File: config.mk
export PLATFORM = sky130hd
export DESIGN_NAME = icache_mem_responder
export DESIGN_NICKNAME = d
export VERILOG_FILES = /design/src/rtl/icache_mem_responder_pkg.sv /design/src/rtl/icache_mem_rsp_fifo.sv /design/src/rtl/icache_mem_responder.sv
export SDC_FILE = /design/constraint.sdc
export NUM_CORES = 1
export LEC_CHECK = 0
export BUFFER_PORTS_ARGS = -buffer_cell sky130_fd_sc_hd__buf_2
export CORE_MARGIN = 3
export CORE_UTILIZATION = 45
export DETAILED_ROUTE_END_ITERATION = 6
export PLACE_DENSITY = 0.66
export REMOVE_ABC_BUFFERS = 1
export SLEW_MARGIN = 20
export SYNTH_ARGS = -nofsm -noshare
export SYNTH_HDL_FRONTEND = slang
export SYNTH_SLANG_ARGS = --single-unit
File: constraint.sdc
create_clock -name clk -period 7.05 [get_ports clk]
set_clock_uncertainty 0.15 [all_clocks]
set_input_delay 0.705 -clock clk [delete_from_list [all_inputs] [get_ports clk]]
set_output_delay 0.705 -clock clk [all_outputs]
set_load 0.03 [all_outputs]
File: src/rtl/icache_mem_responder_pkg.sv
// Shared types and the line data pattern for the icache downstream memory responder.
// Used by the responder RTL and by any scoreboard that checks refill data.
package icache_mem_responder_pkg;

  localparam int MEM_RSP_TS_W   = 16;
  localparam int MEM_RSP_ADDR_W = 32;
  localparam int MEM_RSP_ID_W   = 4;

  typedef struct packed {
    logic [MEM_RSP_ADDR_W-1:0] line_addr;
    logic [MEM_RSP_ID_W-1:0]   entry_id;
    logic [MEM_RSP_TS_W-1:0]   ts;
  } mem_rsp_entry_t;

  typedef enum logic {
    RSP_IDLE = 1'b0,
    RSP_SEND = 1'b1
  } rsp_state_e;

  // 32-bit word w of a line is the low address word xor'd with the word index.
  function automatic logic [31:0] mem_rsp_word(input logic [MEM_RSP_ADDR_W-1:0] line_addr,
                                               input logic [31:0]                w);
    return line_addr[31:0] ^ w;
  endfunction

endpackage

File: src/rtl/icache_mem_rsp_fifo.sv
// In-order request queue for the memory responder: DEPTH entries, show-ahead head,
// registered occupancy count with full/empty flags.
module icache_mem_rsp_fifo
  import icache_mem_responder_pkg::*;
#(
  parameter int DEPTH = 8
) (
  input  logic                   clk,
  input  logic                   rst_n,
  input  logic                   push,
  input  mem_rsp_entry_t         push_data,
  input  logic                   pop,
  output mem_rsp_entry_t         head,
  output logic [$clog2(DEPTH):0] count,
  output logic                   full,
  output logic                   empty
);

  localparam int AW = (DEPTH > 1) ? $clog2(DEPTH) : 1;
  localparam int CW = $clog2(DEPTH) + 1;
  localparam logic [AW-1:0] LAST_PTR = AW'(DEPTH - 1);
  localparam logic [CW-1:0] DEPTH_C  = CW'(DEPTH);

  mem_rsp_entry_t mem [DEPTH];
  logic [AW-1:0]  wr_ptr;
  logic [AW-1:0]  rd_ptr;
  logic           do_push;
  logic           do_pop;

  assign full    = (count == DEPTH_C);
  assign empty   = (count == '0);
  assign do_push = push && !full;
  assign do_pop  = pop && !empty;
  assign head    = mem[rd_ptr];

  // Storage needs no reset: pointers and count define which entries are live.
  always_ff @(posedge clk) begin
    if (do_push) begin
      mem[wr_ptr] <= push_data;
    end
  end

  always_ff @(posedge clk or negedge rst_n) begin
    if (!rst_n) begin
      wr_ptr <= '0;
      rd_ptr <= '0;
      count  <= '0;
    end else begin
      if (do_push) begin
        wr_ptr <= (wr_ptr == LAST_PTR) ? '0 : wr_ptr + 1'b1;
      end
      if (do_pop) begin
        rd_ptr <= (rd_ptr == LAST_PTR) ? '0 : rd_ptr + 1'b1;
      end
      if (do_push && !do_pop) begin
        count <= count + 1'b1;
      end else if (!do_push && do_pop) begin
        count <= count - 1'b1;
      end
    end
  end

endmodule

File: src/rtl/icache_mem_responder.sv
// Downstream memory responder for the icache miss path: queues refill requests and returns
// address-patterned lines as multi-beat bursts after LATENCY cycles. Optional: ICACHE_MEM_RSP_STALL_EN.
module icache_mem_responder
  import icache_mem_responder_pkg::*;
#(
  parameter int ADDR_W     = 32,
  parameter int ENTRY_ID_W = 4,
  parameter int LINE_W     = 512,
  parameter int DATA_W     = 256,
  parameter int DEPTH      = 8,
  parameter int LATENCY    = 20,
  localparam int BEATS     = LINE_W / DATA_W,
  localparam int BEAT_W    = (BEATS > 1) ? $clog2(BEATS) : 1
) (
  input  logic                  clk,
  input  logic                  rst_n,
  input  logic                  downstream_txreq_vld,
  output logic                  downstream_txreq_rdy,
  input  logic [ADDR_W-1:0]     downstream_txreq_pld,
  input  logic [ENTRY_ID_W-1:0] downstream_txreq_entry_id,
  output logic                  downstream_rxdat_vld,
  input  logic                  downstream_rxdat_rdy,
  output logic [DATA_W-1:0]     downstream_rxdat_pld,
  output logic [ENTRY_ID_W-1:0] downstream_rxdat_entry_id,
  output logic [BEAT_W-1:0]     downstream_rxdat_beat,
  output logic                  downstream_rxdat_last,
  output logic                  busy
);

  localparam int OFF_W = $clog2(LINE_W / 8);
  localparam int WPB   = DATA_W / 32;
  localparam int CW    = $clog2(DEPTH) + 1;
  localparam logic [ADDR_W-1:0]       OFF_MASK  = ADDR_W'((64'd1 << OFF_W) - 64'd1);
  localparam logic [MEM_RSP_TS_W-1:0] LAT       = MEM_RSP_TS_W'(LATENCY);
  localparam logic [BEAT_W-1:0]       LAST_BEAT = BEAT_W'(BEATS - 1);

  rsp_state_e              state_q;
  rsp_state_e              state_d;
  logic [BEAT_W-1:0]       beat_q;
  logic [BEAT_W-1:0]       beat_d;
  logic [MEM_RSP_TS_W-1:0] now_q;
  logic                    rdy_en_q;
  logic                    push;
  logic                    pop;
  logic                    handshake;
  logic                    head_elig;
  logic [MEM_RSP_TS_W-1:0] head_age;
  mem_rsp_entry_t          push_entry;
  mem_rsp_entry_t          head;
  logic [CW-1:0]           count;
  logic                    full;
  logic                    empty;

  assign push                 = downstream_txreq_vld && downstream_txreq_rdy;
  assign push_entry.line_addr = MEM_RSP_ADDR_W'(downstream_txreq_pld & ~OFF_MASK);
  assign push_entry.entry_id  = MEM_RSP_ID_W'(downstream_txreq_entry_id);
  assign push_entry.ts        = now_q;

  icache_mem_rsp_fifo #(.DEPTH(DEPTH)) u_fifo (
    .clk       (clk),
    .rst_n     (rst_n),
    .push      (push),
    .push_data (push_entry),
    .pop       (pop),
    .head      (head),
    .count     (count),
    .full      (full),
    .empty     (empty)
  );

  // Age is taken modulo 2^16 so eligibility survives the cycle counter wrapping.
  assign head_age  = now_q - head.ts;
  assign head_elig = !empty && (head_age >= LAT);
  assign handshake = downstream_rxdat_vld && downstream_rxdat_rdy;
  assign pop       = handshake && (beat_q == LAST_BEAT);
  assign busy      = (count != '0);

`ifdef ICACHE_MEM_RSP_STALL_EN
  logic [2:0] acc_cnt_q;
  logic       stall_q;

  always_ff @(posedge clk or negedge rst_n) begin
    if (!rst_n) begin
      acc_cnt_q <= '0;
      stall_q   <= 1'b0;
    end else begin
      stall_q <= push && (acc_cnt_q[1:0] == 2'b11);
      if (push) begin
        acc_cnt_q <= acc_cnt_q + 3'd1;
      end
    end
  end

  assign downstream_txreq_rdy = rdy_en_q && !full && !stall_q;
`else
  assign downstream_txreq_rdy = rdy_en_q && !full;
`endif

  always_ff @(posedge clk or negedge rst_n) begin
    if (!rst_n) begin
      state_q  <= RSP_IDLE;
      beat_q   <= '0;
      now_q    <= '0;
      rdy_en_q <= 1'b0;
    end else begin
      state_q  <= state_d;
      beat_q   <= beat_d;
      now_q    <= now_q + 1'b1;
      rdy_en_q <= 1'b1;
    end
  end

  // IDLE offers an aged-in head straight away, so the next line follows the last beat with no bubble.
  always_comb begin
    state_d              = state_q;
    beat_d               = beat_q;
    downstream_rxdat_vld = 1'b0;
    case (state_q)
      RSP_IDLE: downstream_rxdat_vld = head_elig;
      RSP_SEND: downstream_rxdat_vld = 1'b1;
      default:  downstream_rxdat_vld = 1'b0;
    endcase
    if (downstream_rxdat_vld) begin
      state_d = RSP_SEND;
      if (downstream_rxdat_rdy) begin
        if (beat_q == LAST_BEAT) begin
          beat_d  = '0;
          state_d = RSP_IDLE;
        end else begin
          beat_d = beat_q + 1'b1;
        end
      end
    end
  end

  always_comb begin
    downstream_rxdat_pld      = '0;
    downstream_rxdat_entry_id = '0;
    downstream_rxdat_beat     = '0;
    downstream_rxdat_last     = 1'b0;
    if (downstream_rxdat_vld) begin
      downstream_rxdat_entry_id = ENTRY_ID_W'(head.entry_id);
      downstream_rxdat_beat     = beat_q;
      downstream_rxdat_last     = (beat_q == LAST_BEAT);
      for (int i = 0; i < WPB; i++) begin
        downstream_rxdat_pld[i*32 +: 32] = mem_rsp_word(head.line_addr, 32'(int'(beat_q) * WPB + i));
      end
    end
  end

endmodule

==> results.md <==
* Area growth from synthesis to layout at 9.27%
* Antenna Cells at 0
* Routed via count at 8431
* Clock slew at reported path FFs at 0.06 ns
* Critical path endpoint category: primary output
* Overall global routing resource usage at 14.7%
* Layout Nets at 1199
* Number of buffers on the longest clock path at 3
* Number of design-rule violations left by the first detailed-router iteration at 553
* Path class of the lowest-slack min-delay path: in2async
* CP cell instances: buf_12 -> mux4_2 -> mux2i_1 -> ha_1 -> a211oi_2 -> o211ai_2 -> a221oi_4 -> nand2b_1 -> o31a_1 -> o311a_2 -> o32ai_4 -> buf_4 -> nor2_1 -> buf_2
* Max capacitance violation total at 0
* Total setup buffers inserted after CTS at 0
* Cells after Synth at 1036
* Global placement routability congestion at 0.755
* Upper clock frequency limit at 159 MHz
* Flops & latches, synth at 397
* Hold buffers post-CTS at 0
* Buf/Inv on CP at 3
* First-pass GRT wire length at 47.5 mm
* Final-layout setup total negative slack at 0 ns
* Max incr delay on CP at 0.80 ns
* Congestion Overflow GR at 0
* Yosys synthesis warning count at 0
* Buffers added on ports at 270
* Element type at the critical path start: register
* Type of the worst setup path: reg2out
* Worst Path Required at 6.19 ns
* Ratio of final minimum period to clock period at 89.3%
* Clock Root Buffer: clkbuf_16
* Pins over their slew limit at 0
* Total DRC errors in the routed layout at 0
* Ports placed on the boundary at 305
* Average cell area after synthesis at 17.3 sq um
* Setup repair after global routing missed its margin: false
* Chip width at 205 um
* Number of cells in the design after placement at 1609
* Overall die area at 42200 sq um
* Crit-path max FO at 33
* Clock tree sinks at 397
* Standard-cell row count at 72
* Asr flop ratio synth at 7.30%
* Y dimension of the die at 205 um
* Worst hold slack at 0.0919 ns
* Run status: finished, final reports clean
* Clock buffer count from CTS at 41
* Detailed placer's ending HPWL at 17.7 mm
* Sequential cell area fraction in the yosys report at 65.8%
* Cts repair resizes at 0
* Per-cell routed wire length at 18.7 um
* Slew HR at 43.7%
* Family of cells with the greatest summed delay on the critical path: compound AO/OA/AOI/OAI gates
* Number of detailed-routing iterations run before antenna repair at 4
* Critical path arrival at 5.44 ns
* Final ANT Viol Nets at 0
* Worst-skew pair later-pin latency at 0.53 ns
* Final cell count without fillers at 1685
* Most used DFF post-synth: edfxtp_1
* Effective utilization at floorplan at 46.0%
* Largest net degree at the start of global routing at 47
* H-tree levels at 2
* Number of failing setup endpoints in the final timing report at 0
* Hold violation total from the final report at 0
* Library cells used by synthesis at 61
* Via count of the first global-routing pass at 8217
* Syn Std Cell Area at 17900 sq um
* Initial antenna violation count at 0
* Count of flip-flops with a built-in enable after synthesis at 368
* Critical-path top delay cell: dfrtp_4
* TritonCTS clock tree: yes
* Ratio of cells with drive above 1 in the final layout at 40.6%
* Per-cell via count in the routed design at 5.00
* Core area at 38900 sq um
* Aggregate routed wire length at 31.4 mm
* Slew of the pin with the lowest slew margin at 0.844 ns
* Post-route minimum period at 6.29 ns
## logic make-up after synthesis
| group | share of synthesized area (%) |
|---|---|
| DFF | 65.8 |
| buffers and inverters | 10.7 |
| muxes | 14.6 |
| and+or+nand+nor | 3.09 |
| AOI/OAI and AO/OA | 2.57 |
| xor gates and xnor gates | 1.32 |
| adders and majority gates | 1.83 |
| other | 0.0420 |
## area by class of cell
class	count	area (sq um)
Tap cell	518	648
Sequential cell	397	11800
Fill cell	3200	19400
Multi-Input combinational cell	395	4340
Clock buffer	49	1080
Inverter	9	33.8
Clock inverter	27	143
Timing Repair Buffer	290	1510
## metal layers
layer	vias up	track usage, %	wire length (um)
met1	4263	20.0	13700
li1	3915	-	-
met5	-	0	0
met3	41	2.36	1420
met4	0	3.25	477
met2	212	25.1	15900
## flip-flops by register name, indices dropped and copies added, names as in the netlist
signal,flops
u_fifo.rd_ptr,3
u_fifo.wr_ptr,3
rdy_en_q,1
now_q,16
beat_q,1
u_fifo.count,4
state_q,1
u_fifo.mem,368
## path summary, 6_finish.rpt
kind	slack, ns	from	to	depth (start not counted)
worst max-delay path	0.76	u_fifo.rd_ptr[0]$_DFFE_PN0P_	downstream_rxdat_pld[20]	14
worst min-delay path	0.09	rst_n	now_q[3]$_DFF_PN0_	1
worst max register to register	1.36	u_fifo.rd_ptr[0]$_DFFE_PN0P_	u_fifo.count[3]$_DFFE_PN0P_	19
worst min register to register	0.33	u_fifo.count[3]$_DFFE_PN0P_	u_fifo.count[3]$_DFFE_PN0P_	1
max in group asynchronous	6.12	rst_n	u_fifo.rd_ptr[0]$_DFFE_PN0P_	1
min in group clk	0.23	downstream_rxdat_rdy	state_q$_DFFE_PN0P_	2
## per-stage QoR
stage | area, sq um | utilization [%] | setup slack (ns)
after global placement | 18300 | 47.1 | 1.27
after global routing | 19500 | 50.2 | 0.329
final | 19500 | 50.2 | 0.756
after detailed placement | 18300 | 47.1 | 1.21
after CTS | 19500 | 50.2 | 0.624
after floorplan | 16100 | - | -3.29
## Yosys cell counts, drive strengths merged, types with 2 or more instances
master,instances,share of area (%)
edfxtp,368,62
nand2,26,0.56
buf,251,10
fa,2,0.22
mux4,92,12
dfrtp,29,4.1
nor4,2,0.10
nand4,3,0.10
conb,2,0.042
a21oi,19,0.59
or3,2,0.070
o31a,2,0.098
nor2b,3,0.10
clkbuf,11,0.23
mux2,5,0.38
nand3,11,0.31
mux2i,47,2.6
nand2b,5,0.17
o21a,2,0.084
a211oi,3,0.18
xor2,10,0.49
o31ai,2,0.16
nor3,9,0.25
a21o,5,0.21
nor2,44,1.0
o21ai,10,0.28
inv,9,0.19
o211ai,2,0.11
and3,5,0.17
o2111ai,3,0.18
xnor2,16,0.83
ha,23,1.6
## worst reg2reg max path: stages (launching register included)
cell	delay (ns)
dfrtp_4	0.80
buf_12	0.32
mux4_2	0.54
mux2i_1	0.21
ha_1	0.36
a211oi_2	0.28
o211ai_2	0.18
a221oi_4	0.33
nand2b_1	0.09
o31a_1	0.10
o311a_2	0.41
o31ai_4	0.45
ha_1	0.26
inv_1	0.09
ha_1	0.27
a21o_1	0.17
a21oi_1	0.16
xnor2_1	0.14
nor2_1	0.08
xor2_1	0.15
## cell usage in the layout (no fill, tap or decap), types with 9 or more instances in the layout
cell type	n
edfxtp_1	368
buf_2	270
mux4_2	92
mux2i_1	47
clkbuf_16	42
nor2_1	32
conb_1	29
dfrtp_1	26
nand2_1	25
ha_1	23
clkinv_1	19
buf_4	19
a21oi_1	16
xnor2_1	15
nand3_1	11
xor2_1	10
o21ai_0	9
nor2_2	9
Power is not shown: default switching activity piles up to over one toggle a cycle in this logic, so the estimate is an artifact.
